--- src/rtl/multi_channel_fir_filter_pkg.sv ---
// fir_pkg: FSM state type and counter-width helper shared by the FIR frame collector and serializer
package fir_pkg;
  typedef enum logic [1:0] {COLLECT, PROCESS, EMIT} state_t;
  function automatic int clog2_min1(input int n);
    return (n > 1) ? $clog2(n) : 1;
  endfunction
endpackage

--- src/rtl/multi_channel_fir_filter_if.sv ---
// multi_channel_fir_filter_if: AXI-stream bundle (data/valid/last from master, ready from slave)
interface multi_channel_fir_filter_if #(parameter int DATA_WIDTH = 24) ();
  logic [DATA_WIDTH-1:0] data;
  logic valid;
  logic ready;
  logic last;
  modport master(output data, valid, last, input ready);
  modport slave(input data, valid, last, output ready);
endinterface

--- src/rtl/multi_channel_fir_filter_serializer.sv ---
// fir_frame_serializer: buffers one engine result frame on load and streams it word by word on m_axis (valid/last/data), done on the last handshake
module fir_frame_serializer import fir_pkg::*; #(
  parameter int DATA_WIDTH = 24,
  parameter int N_CHANNELS = 2
) (
  input  logic                             clk,
  input  logic                             rst,
  input  logic                             load,
  input  logic [N_CHANNELS*DATA_WIDTH-1:0] load_data,
  multi_channel_fir_filter_if.master       m_axis,
  output logic                             done
);
  localparam int CW = clog2_min1(N_CHANNELS);
  localparam logic [CW-1:0] LAST_CH = CW'(N_CHANNELS - 1);
  logic [N_CHANNELS*DATA_WIDTH-1:0] obuf_q, obuf_d;
  logic [CW-1:0] m_cnt_q, m_cnt_d;
  logic valid_q, valid_d, hs, at_last;
  assign hs = valid_q && m_axis.ready;
  assign at_last = m_cnt_q == LAST_CH;
  assign done = hs && at_last;
  assign m_axis.valid = valid_q;
  assign m_axis.last = valid_q && at_last;
  assign m_axis.data = valid_q ? obuf_q[m_cnt_q*DATA_WIDTH +: DATA_WIDTH] : '0;
  always_comb begin
    obuf_d = load ? load_data : obuf_q;
    m_cnt_d = !hs ? m_cnt_q : at_last ? '0 : m_cnt_q + 1'b1;
    valid_d = load ? 1'b1 : done ? 1'b0 : valid_q;
  end
  always_ff @(posedge clk or posedge rst) begin
    if (rst) begin
      obuf_q <= '0;
      m_cnt_q <= '0;
      valid_q <= 1'b0;
    end else begin
      obuf_q <= obuf_d;
      m_cnt_q <= m_cnt_d;
      valid_q <= valid_d;
    end
  end
endmodule

--- src/rtl/multi_channel_fir_filter.sv ---
// multi_channel_fir_filter: collects N_CHANNELS-word frames from s_axis, starts the external engine (eng_start/eng_sw/eng_in_data), streams eng_out_data on m_axis after eng_done; FIR_FRAME_CHECK_EN enables s_axis_last checking with frame_err pulses
module multi_channel_fir_filter import fir_pkg::*; #(
  parameter int DATA_WIDTH = 24,
  parameter int N_CHANNELS = 2,
  parameter int N_FILTERS  = 4
) (
  input  logic                             clk,
  input  logic                             rst,
  input  logic [N_FILTERS-1:0]             sw,
  multi_channel_fir_filter_if.slave        s_axis,
  multi_channel_fir_filter_if.master       m_axis,
  output logic                             eng_start,
  output logic [N_FILTERS-1:0]             eng_sw,
  output logic [N_CHANNELS*DATA_WIDTH-1:0] eng_in_data,
  input  logic                             eng_done,
  input  logic [N_CHANNELS*DATA_WIDTH-1:0] eng_out_data,
  output logic                             frame_err
);
  localparam int CW = clog2_min1(N_CHANNELS);
  localparam logic [CW-1:0] LAST_CH = CW'(N_CHANNELS - 1);
  state_t state_q, state_d;
  logic [CW-1:0] ch_cnt_q, ch_cnt_d;
  logic [N_CHANNELS*DATA_WIDTH-1:0] eng_in_q, eng_in_d;
  logic [N_FILTERS-1:0] eng_sw_q, eng_sw_d;
  logic eng_start_q, eng_start_d, frame_err_q, frame_err_d;
  logic accept, slot_last, short_frame, load, emit_done;
  assign s_axis.ready = state_q == COLLECT;
  assign accept = s_axis.valid && s_axis.ready;
  assign slot_last = ch_cnt_q == LAST_CH;
  assign load = (state_q == PROCESS) && eng_done;
`ifdef FIR_FRAME_CHECK_EN
  assign short_frame = accept && s_axis.last && !slot_last;
  assign frame_err_d = short_frame || (accept && slot_last && !s_axis.last);
`else
  logic unused_last;
  assign unused_last = s_axis.last;
  assign short_frame = 1'b0;
  assign frame_err_d = 1'b0;
`endif
  always_comb begin
    eng_in_d = eng_in_q;
    if (accept) eng_in_d[ch_cnt_q*DATA_WIDTH +: DATA_WIDTH] = s_axis.data;
    ch_cnt_d = !accept ? ch_cnt_q : (slot_last || short_frame) ? '0 : ch_cnt_q + 1'b1;
    eng_start_d = accept && slot_last;
    eng_sw_d = eng_start_d ? sw : eng_sw_q;
    state_d = eng_start_d ? PROCESS : load ? EMIT : emit_done ? COLLECT : state_q;
  end
  always_ff @(posedge clk or posedge rst) begin
    if (rst) begin
      state_q <= COLLECT;
      ch_cnt_q <= '0;
      eng_in_q <= '0;
      eng_sw_q <= '0;
      eng_start_q <= 1'b0;
      frame_err_q <= 1'b0;
    end else begin
      state_q <= state_d;
      ch_cnt_q <= ch_cnt_d;
      eng_in_q <= eng_in_d;
      eng_sw_q <= eng_sw_d;
      eng_start_q <= eng_start_d;
      frame_err_q <= frame_err_d;
    end
  end
  assign eng_start = eng_start_q;
  assign eng_sw = eng_sw_q;
  assign eng_in_data = eng_in_q;
  assign frame_err = frame_err_q;
  fir_frame_serializer #(.DATA_WIDTH(DATA_WIDTH), .N_CHANNELS(N_CHANNELS)) u_ser (
    .clk(clk),
    .rst(rst),
    .load(load),
    .load_data(eng_out_data),
    .m_axis(m_axis),
    .done(emit_done)
  );
endmodule

--- src/flat_wrapper.sv ---
// flat-port wrapper written by rule: the top's interface ports become plain ports
module multi_channel_fir_filter_flat import fir_pkg::*;
#(
  parameter int DATA_WIDTH = 24,
  parameter int N_CHANNELS = 2,
  parameter int N_FILTERS  = 4
)
  (clk, rst, sw, eng_start, eng_sw, eng_in_data, eng_done, eng_out_data, frame_err, s_axis_data, s_axis_valid, s_axis_last, s_axis_ready, m_axis_data, m_axis_valid, m_axis_last, m_axis_ready);
  multi_channel_fir_filter_if #(.DATA_WIDTH(DATA_WIDTH)) s_axis_i ();
  multi_channel_fir_filter_if #(.DATA_WIDTH(DATA_WIDTH)) m_axis_i ();
  input  logic clk;
  input  logic rst;
  input  logic [N_FILTERS-1:0] sw;
  output logic eng_start;
  output logic [N_FILTERS-1:0] eng_sw;
  output logic [N_CHANNELS*DATA_WIDTH-1:0] eng_in_data;
  input  logic eng_done;
  input  logic [N_CHANNELS*DATA_WIDTH-1:0] eng_out_data;
  output logic frame_err;
  input wire logic [$bits(s_axis_i.data)-1:0] s_axis_data;
  input wire logic [$bits(s_axis_i.valid)-1:0] s_axis_valid;
  input wire logic [$bits(s_axis_i.last)-1:0] s_axis_last;
  output wire logic [$bits(s_axis_i.ready)-1:0] s_axis_ready;
  output wire logic [$bits(m_axis_i.data)-1:0] m_axis_data;
  output wire logic [$bits(m_axis_i.valid)-1:0] m_axis_valid;
  output wire logic [$bits(m_axis_i.last)-1:0] m_axis_last;
  input wire logic [$bits(m_axis_i.ready)-1:0] m_axis_ready;
  assign s_axis_i.data = s_axis_data;
  assign s_axis_i.valid = s_axis_valid;
  assign s_axis_i.last = s_axis_last;
  assign s_axis_ready = s_axis_i.ready;
  assign m_axis_data = m_axis_i.data;
  assign m_axis_valid = m_axis_i.valid;
  assign m_axis_last = m_axis_i.last;
  assign m_axis_i.ready = m_axis_ready;
  multi_channel_fir_filter #(.DATA_WIDTH(DATA_WIDTH), .N_CHANNELS(N_CHANNELS), .N_FILTERS(N_FILTERS)) u_core (.clk(clk), .rst(rst), .sw(sw), .s_axis(s_axis_i), .m_axis(m_axis_i), .eng_start(eng_start), .eng_sw(eng_sw), .eng_in_data(eng_in_data), .eng_done(eng_done), .eng_out_data(eng_out_data), .frame_err(frame_err));
endmodule
--- config.mk ---
export PLATFORM = sky130hd
export DESIGN_NAME = multi_channel_fir_filter_flat
export DESIGN_NICKNAME = d
export VERILOG_FILES = /design/src/rtl/multi_channel_fir_filter_pkg.sv /design/src/rtl/multi_channel_fir_filter_if.sv /design/src/rtl/multi_channel_fir_filter_serializer.sv /design/src/rtl/multi_channel_fir_filter.sv /design/src/flat_wrapper.sv
export SDC_FILE = /design/constraint.sdc
export NUM_CORES = 1
export LEC_CHECK = 0
export BUFFER_PORTS_ARGS = -buffer_cell sky130_fd_sc_hd__buf_2
export CORE_ASPECT_RATIO = 1.4
export CORE_MARGIN = 1.5
export CORE_UTILIZATION = 50
export CTS_CLUSTER_SIZE = 40
export DETAILED_ROUTE_END_ITERATION = 8
export GPL_TIMING_DRIVEN = 0
export PLACE_DENSITY = 0.81
export RECOVER_POWER = 50
export SYNTH_ARGS = -nofsm -noshare
export SYNTH_HDL_FRONTEND = slang
export SYNTH_SLANG_ARGS = --single-unit
export TNS_END_PERCENT = 5
--- constraint.sdc ---
create_clock -name clk -period 5.9 [get_ports clk]
set_input_delay 1.18 -clock clk [delete_from_list [all_inputs] [get_ports clk]]
set_output_delay 1.18 -clock clk [all_outputs]
set_load 0.02 [all_outputs]
# ---- Yosys cells after proc, flatten, opt, wreduce, memory -nomap -nowiden
# Cells that the tools add are included.
dict set report word_totals {
  regBits 106
  word_cells 35
  output_inout_bits 81
  inputBits 82
}
dict set report op_classes {
  addsub 3
  n_reduce_logical 9
  mul 2
  mux 9
  shifts 3
  eq_ne 1
}
# op count
set ops {}
lappend ops {{$bwmux 48} 1}
lappend ops {{$shift 24x34->48 const A} 1}
lappend ops {{$shiftx 24x34->48} 1}
lappend ops {{$shiftx 48x7->24} 1}
lappend ops {{$neg 6->34} 1}
lappend ops {{$mux 24} 1}
lappend ops {{$logic_and 1x1->1} 6}
lappend ops {{$mul 1x2->3 const B} 2}
lappend ops {{$mux 2} 3}
lappend ops {{$mux 1} 4}
lappend ops {{$reduce_bool 3->1} 1}
lappend ops {{$add 1x1->1 const B} 2}
lappend ops {{$eq 2x1->1 const B} 1}
lappend ops {{$logic_not 2->1} 1}
lappend ops {{$reduce_bool 2->1} 1}

# ---- Longest topological paths before layout
dict set report depth {
  depth_word 5
  ltp_mapped 4
  mapped_depth_nobuf 2
}

# ---- Cells and area by module
# From an unflattened synthesis, not the netlist that was laid out.
dict set report hier_totals {
  cells_unflattened 291
  area_unflattened_um2 4498.1
}
# mod n_inst cells_per_inst area_per_inst_um2 seq_area_each_um2
set by_module_without_submodules {}
lappend by_module_without_submodules {fir_frame_serializer 1 163 2342.2 1251.2}
lappend by_module_without_submodules {multi_channel_fir_filter 1 128 2155.8 1401.3}

# ---- Worst setup path before layout
# Ideal clock, no wire load.
dict set report synth_timing {
  path_type {reg-to-output}
  from {register u_core.u_ser.m_cnt_q (netlist: u_core.u_ser.at_last)}
  to {output m_axis_data[10]}
  required_time_ns 4.720
  t_arrival_ns 1.185
  path_stages_with_launch 5
  n_path_buf 2
  path_slack_ns 3.535
  path_cell_list {dfrtp_1 buf_2 buf_2 mux2i_1 nor2_1}
}
dict set report synth_between {
  elab_chain_cells 3
}
# item line
set synth_rtl {}
lappend synth_rtl {{start, declared} multi_channel_fir_filter_serializer.sv:16} ;# logic [CW-1:0] m_cnt_q, m_cnt_d;
lappend synth_rtl {{start signal, assigned} multi_channel_fir_filter_serializer.sv:36} ;# m_cnt_q <= m_cnt_d;
lappend synth_rtl {{$mul 1x2->3} multi_channel_fir_filter_serializer.sv:23} ;# assign m_axis.data = valid_q ? obuf_q[m_cnt_q*DATA_WIDTH +: DATA_WIDTH] : '0;
lappend synth_rtl {{$shiftx 48x7->24} multi_channel_fir_filter_serializer.sv:23}
lappend synth_rtl {{$mux 24} multi_channel_fir_filter_serializer.sv:23}
lappend synth_rtl {{end, declared} flat_wrapper.sv:24} ;# output wire logic [$bits(m_axis_i.data)-1:0] m_axis_data;
# Every way passes these cells.

# ---- Final worst setup path
dict set report layout_timing {
  from {register u_core.u_ser.m_cnt_q (netlist: u_core.u_ser.at_last)}
  to {output m_axis_data[14]}
}
# The elaborated chain is that of the path after synthesis.

==> flow_summary.toml <==
[run_status]
run_status = "finished with violations"
failed_checks = "max-capacitance violations, max-slew violations"

[cts]
clock_tree_from_tritoncts = "done"
ctsResizeCount = 0
cts_sinks = 106
clk_transition_reported_paths_ns = 0.07
postCtsSetupBuffers = 0
postCtsHoldBufs = 0
worst_skew_pair_later_pin_latency_ns = 0.34
cts_root_buf = "sky130_fd_sc_hd__clkbuf_16"
clockBufferDepth = 2
tritoncts.num_buffers = 9
h-tree-depth = 3

[yosys]
ys_warn_count = 0
postSynthAreaPerCell_um2 = 15.07
syn_inst = 289
async_reset_ff_share_pct = 100.0
yosysMostFrequentCell = "sky130_fd_sc_hd__dfrtp_1"
synth_area_um2 = 4354
top_post_synthesis_cells_by_count = "sky130_fd_sc_hd__dfrtp_1 (106), sky130_fd_sc_hd__mux2_2 (98), sky130_fd_sc_hd__nor2_1 (25), sky130_fd_sc_hd__mux2i_1 (24), sky130_fd_sc_hd__buf_2 (8)"
synth.net_count = 371
synth-main-ff-cell = "sky130_fd_sc_hd__dfrtp_1"
area_share_of_the_leading_cell_type_in_the_synthesized_netlist_pct = 60.92
number_of_enable_flip_flop_cells_after_synthesis = 0
synth_largest_area_cell = "sky130_fd_sc_hd__dfrtp_1"
netlist-cell-type-count = 24
leading_post_synthesis_cells_by_cell_area = "sky130_fd_sc_hd__dfrtp_1 (61%), sky130_fd_sc_hd__mux2_2 (25%), sky130_fd_sc_hd__mux2i_1 (5.5%)"
synth.yosys.seq_area_share_pct = 60.92
ys_seq_elements = 106

[layout]
final_instance_count_excl_fillers = 571
layout.filler_cells = 668
fraction_of_final_layout_cells_sized_beyond_drive_strength_1_pct = 60.73
area_of_the_multi_input_gates_um2 = 1579
insertedDiodeCount = 0
syn_to_final_growth_pct = 28.13
net_count_reported_at_finish = 543
final-seq-area_um2 = 2653

[routing]
firstDrtPassIters = 4
dr.first_iter.drc_count = 67
routed_via_density = 5.033
wl_per_cell_um = 15.59
routed_wirelength_mm = 8.902
via_count = 2874
antenna_left = 0
detail_route.drc_violations = 0

[grt]
grt_total_usage_pct = 20.00
grt_max_degree = 56
vias_in_the_first_global_route = 2951
grt-ovfl-total = 0
grt_first_pass_wirelength_mm = 14.00
antenna_found_initial = 0

[worst_setup_path]
worst_path_most_repeated_cell = "sky130_fd_sc_hd__buf_2"
critPathSlowestCell = "sky130_fd_sc_hd__buf_2"
cpPeakStageDelay_ns = 0.36
timing.critical_path.required_ns = 4.72
arr_time_crit_path_ns = 1.76
timing.setup.critical_path_class = "reg2out"
critical_path.n_buffers_inverters = 3
path_max_fanout = 10
critPathCaptureType = "primary output"
critPathLaunchType = "flop"
critical_path_cell_count = 5
crit_chain = "buf_2 -> buf_2 -> mux2i_1 -> nor2_1 -> buf_2"
timing.critical_path.max_delay_family = "buffers and inverters"
setup.reg_to_reg.worst_slack_ns = 4.09
reg2reg_depth = 3

[timing]
slew_violations = 52
setup-violations-final = 0
final.setup_skew_ns = 0.004041
timing.final.crit_share_pct = 49.76
worst_slew_margin_rel_pct = -51.52
timing.fmax_mhz = 340.6
setup_ws_ns = 2.964
final.min_clock_period_ns = 2.936
setup_repair_after_global_routing_missed_its_margin = "false"
finalHoldViolCount = 0
totalNegativeSetupSlack_ns = 0
worst_hold_slack_ns = 0.4903
tightest_pin_transition_ns = 2.260

[min_path]
timing.hold.worst.class = "reg2reg"
hold-path-cell-count = 1

[floorplan]
initial_utilization_pct = 51.18
num_rows = 40
die_area_um2 = 9285
die_x_um = 81.87
io_pins = 163
core_region_area_um2 = 8508
fp.dieH_um = 113.4

[placed_design]
place.detailed.instances = 555
routabilityCongestion = 0.7521
post-place-ws_ns = 3.320
io_buffers = 160
dp_hpwl_mm = 6.619

[pwr]
worst_ir_drop_vdd_v = 0.0003119
p_per_area_nw_per_um2 = 600.7
leakagePower_nw = 2.771

[job]
drv.max_cap_violation_count = 1
-- routing by layer --
| metal | share of wire, % | up-vias | GRT usage (%) |
|---|---|---|---|
| met2 | 51 | 118 | 34.10 |
| met3 | 8.7 | 11 | 7.200 |
| li1 | - | 1342 | - |
| met1 | 39 | 1403 | 22.35 |
| met5 | 0 | - | 0 |
| met4 | 1.6 | 0 | 7.797 |
-- power by group --
part	switching [mW]	internal, mW
clock network	0.259	0.328
registers	0.197	1.10
logic	0.799	0.670
total	1.26	2.10
-- final cells by class --
| class | instances | area share [%] |
|---|---|---|
| Clock inverter | 7 | 1.233 |
| Buffer | 16 | 1.525 |
| Sequential cell | 106 | 47.54 |
| Timing Repair Buffer | 161 | 14.78 |
| Clock buffer | 9 | 4.037 |
| Inverter | 3 | 0.2243 |
| Multi-Input combinational cell | 164 | 28.30 |
| Tap cell | 105 | 2.355 |
-- per-stage QoR --
step	power, mW	area, um^2	util [%]
5_1_grt	3.566	5579	65.57
3_3_place_gp	2.738	5286	62.13
2_1_floorplan	2.321	4354	-
3_5_place_dp	2.808	5316	62.49
6_report	3.351	5579	65.57
4_1_cts	3.404	5610	65.94
-- registers in the layout, indices dropped and copies added (netlist names) --
| name | cells |
|---|---|
| u_core.eng_in_data | 48 |
| u_core.u_ser.at_last | 1 |
| u_core.u_ser.obuf_q | 48 |
| u_core.eng_start | 1 |
| u_core.u_ser.m_axis.valid | 1 |
| u_core.eng_sw | 4 |
| u_core.ch_cnt_q | 1 |
| u_core.state_q | 2 |
-- cell usage in the layout, fill, tap and decap left out --
master,netlist,final
sky130_fd_sc_hd__clkbuf_16,0,9
sky130_fd_sc_hd__nor3b_1,1,1
sky130_fd_sc_hd__buf_6,5,2
sky130_fd_sc_hd__nand3b_1,1,1
sky130_fd_sc_hd__bufinv_16,0,1
sky130_fd_sc_hd__nor4b_4,1,1
sky130_fd_sc_hd__clkinvlp_4,0,2
sky130_fd_sc_hd__nand2b_1,1,1
sky130_fd_sc_hd__and2_1,1,1
sky130_fd_sc_hd__xnor2_1,1,1
sky130_fd_sc_hd__clkbuf_1,2,11
sky130_fd_sc_hd__nand2_1,1,1
sky130_fd_sc_hd__and4bb_1,0,1
sky130_fd_sc_hd__conb_1,1,1
sky130_fd_sc_hd__buf_4,1,1
sky130_fd_sc_hd__inv_1,3,2
sky130_fd_sc_hd__and3_1,1,1
sky130_fd_sc_hd__nand3_1,1,1
sky130_fd_sc_hd__nor2_1,25,25
sky130_fd_sc_hd__o21ai_0,2,2
sky130_fd_sc_hd__a31o_2,1,1
sky130_fd_sc_hd__inv_6,0,1
sky130_fd_sc_hd__mux2_2,98,98
sky130_fd_sc_hd__mux2i_1,24,24
sky130_fd_sc_hd__dfrtp_1,106,106
sky130_fd_sc_hd__clkinv_2,0,3
sky130_fd_sc_hd__buf_16,0,1
sky130_fd_sc_hd__buf_2,8,162
sky130_fd_sc_hd__clkinvlp_2,0,1
sky130_fd_sc_hd__mux2_1,2,2
sky130_fd_sc_hd__xor2_1,1,1
-- final timing paths --
kind | startpoint | to
setup / recovery | u_core.u_ser.at_last | m_axis_data[14]
hold / removal | u_core.eng_in_data[21] | u_core.eng_in_data[21]
setup reg to reg | u_core.state_q[0] | u_core.eng_in_data[37]
hold reg to reg | u_core.eng_in_data[21] | u_core.eng_in_data[21]
max in group asynchronous | rst | u_core.eng_in_data[8]
min in group asynchronous | rst | u_core.eng_sw[3]
-- kinds of logic after synthesis --
kind of cell              share of synthesized area, %
DFF                                              60.92
muxes                                            31.38
xor gates and xnor gates                        0.4024
and+or+nand+nor                                  3.966
other                                          0.08612
buffers and inverters                            2.816
AOI/OAI and AO/OA                               0.4311
Power figures use the tool's default switching activity.
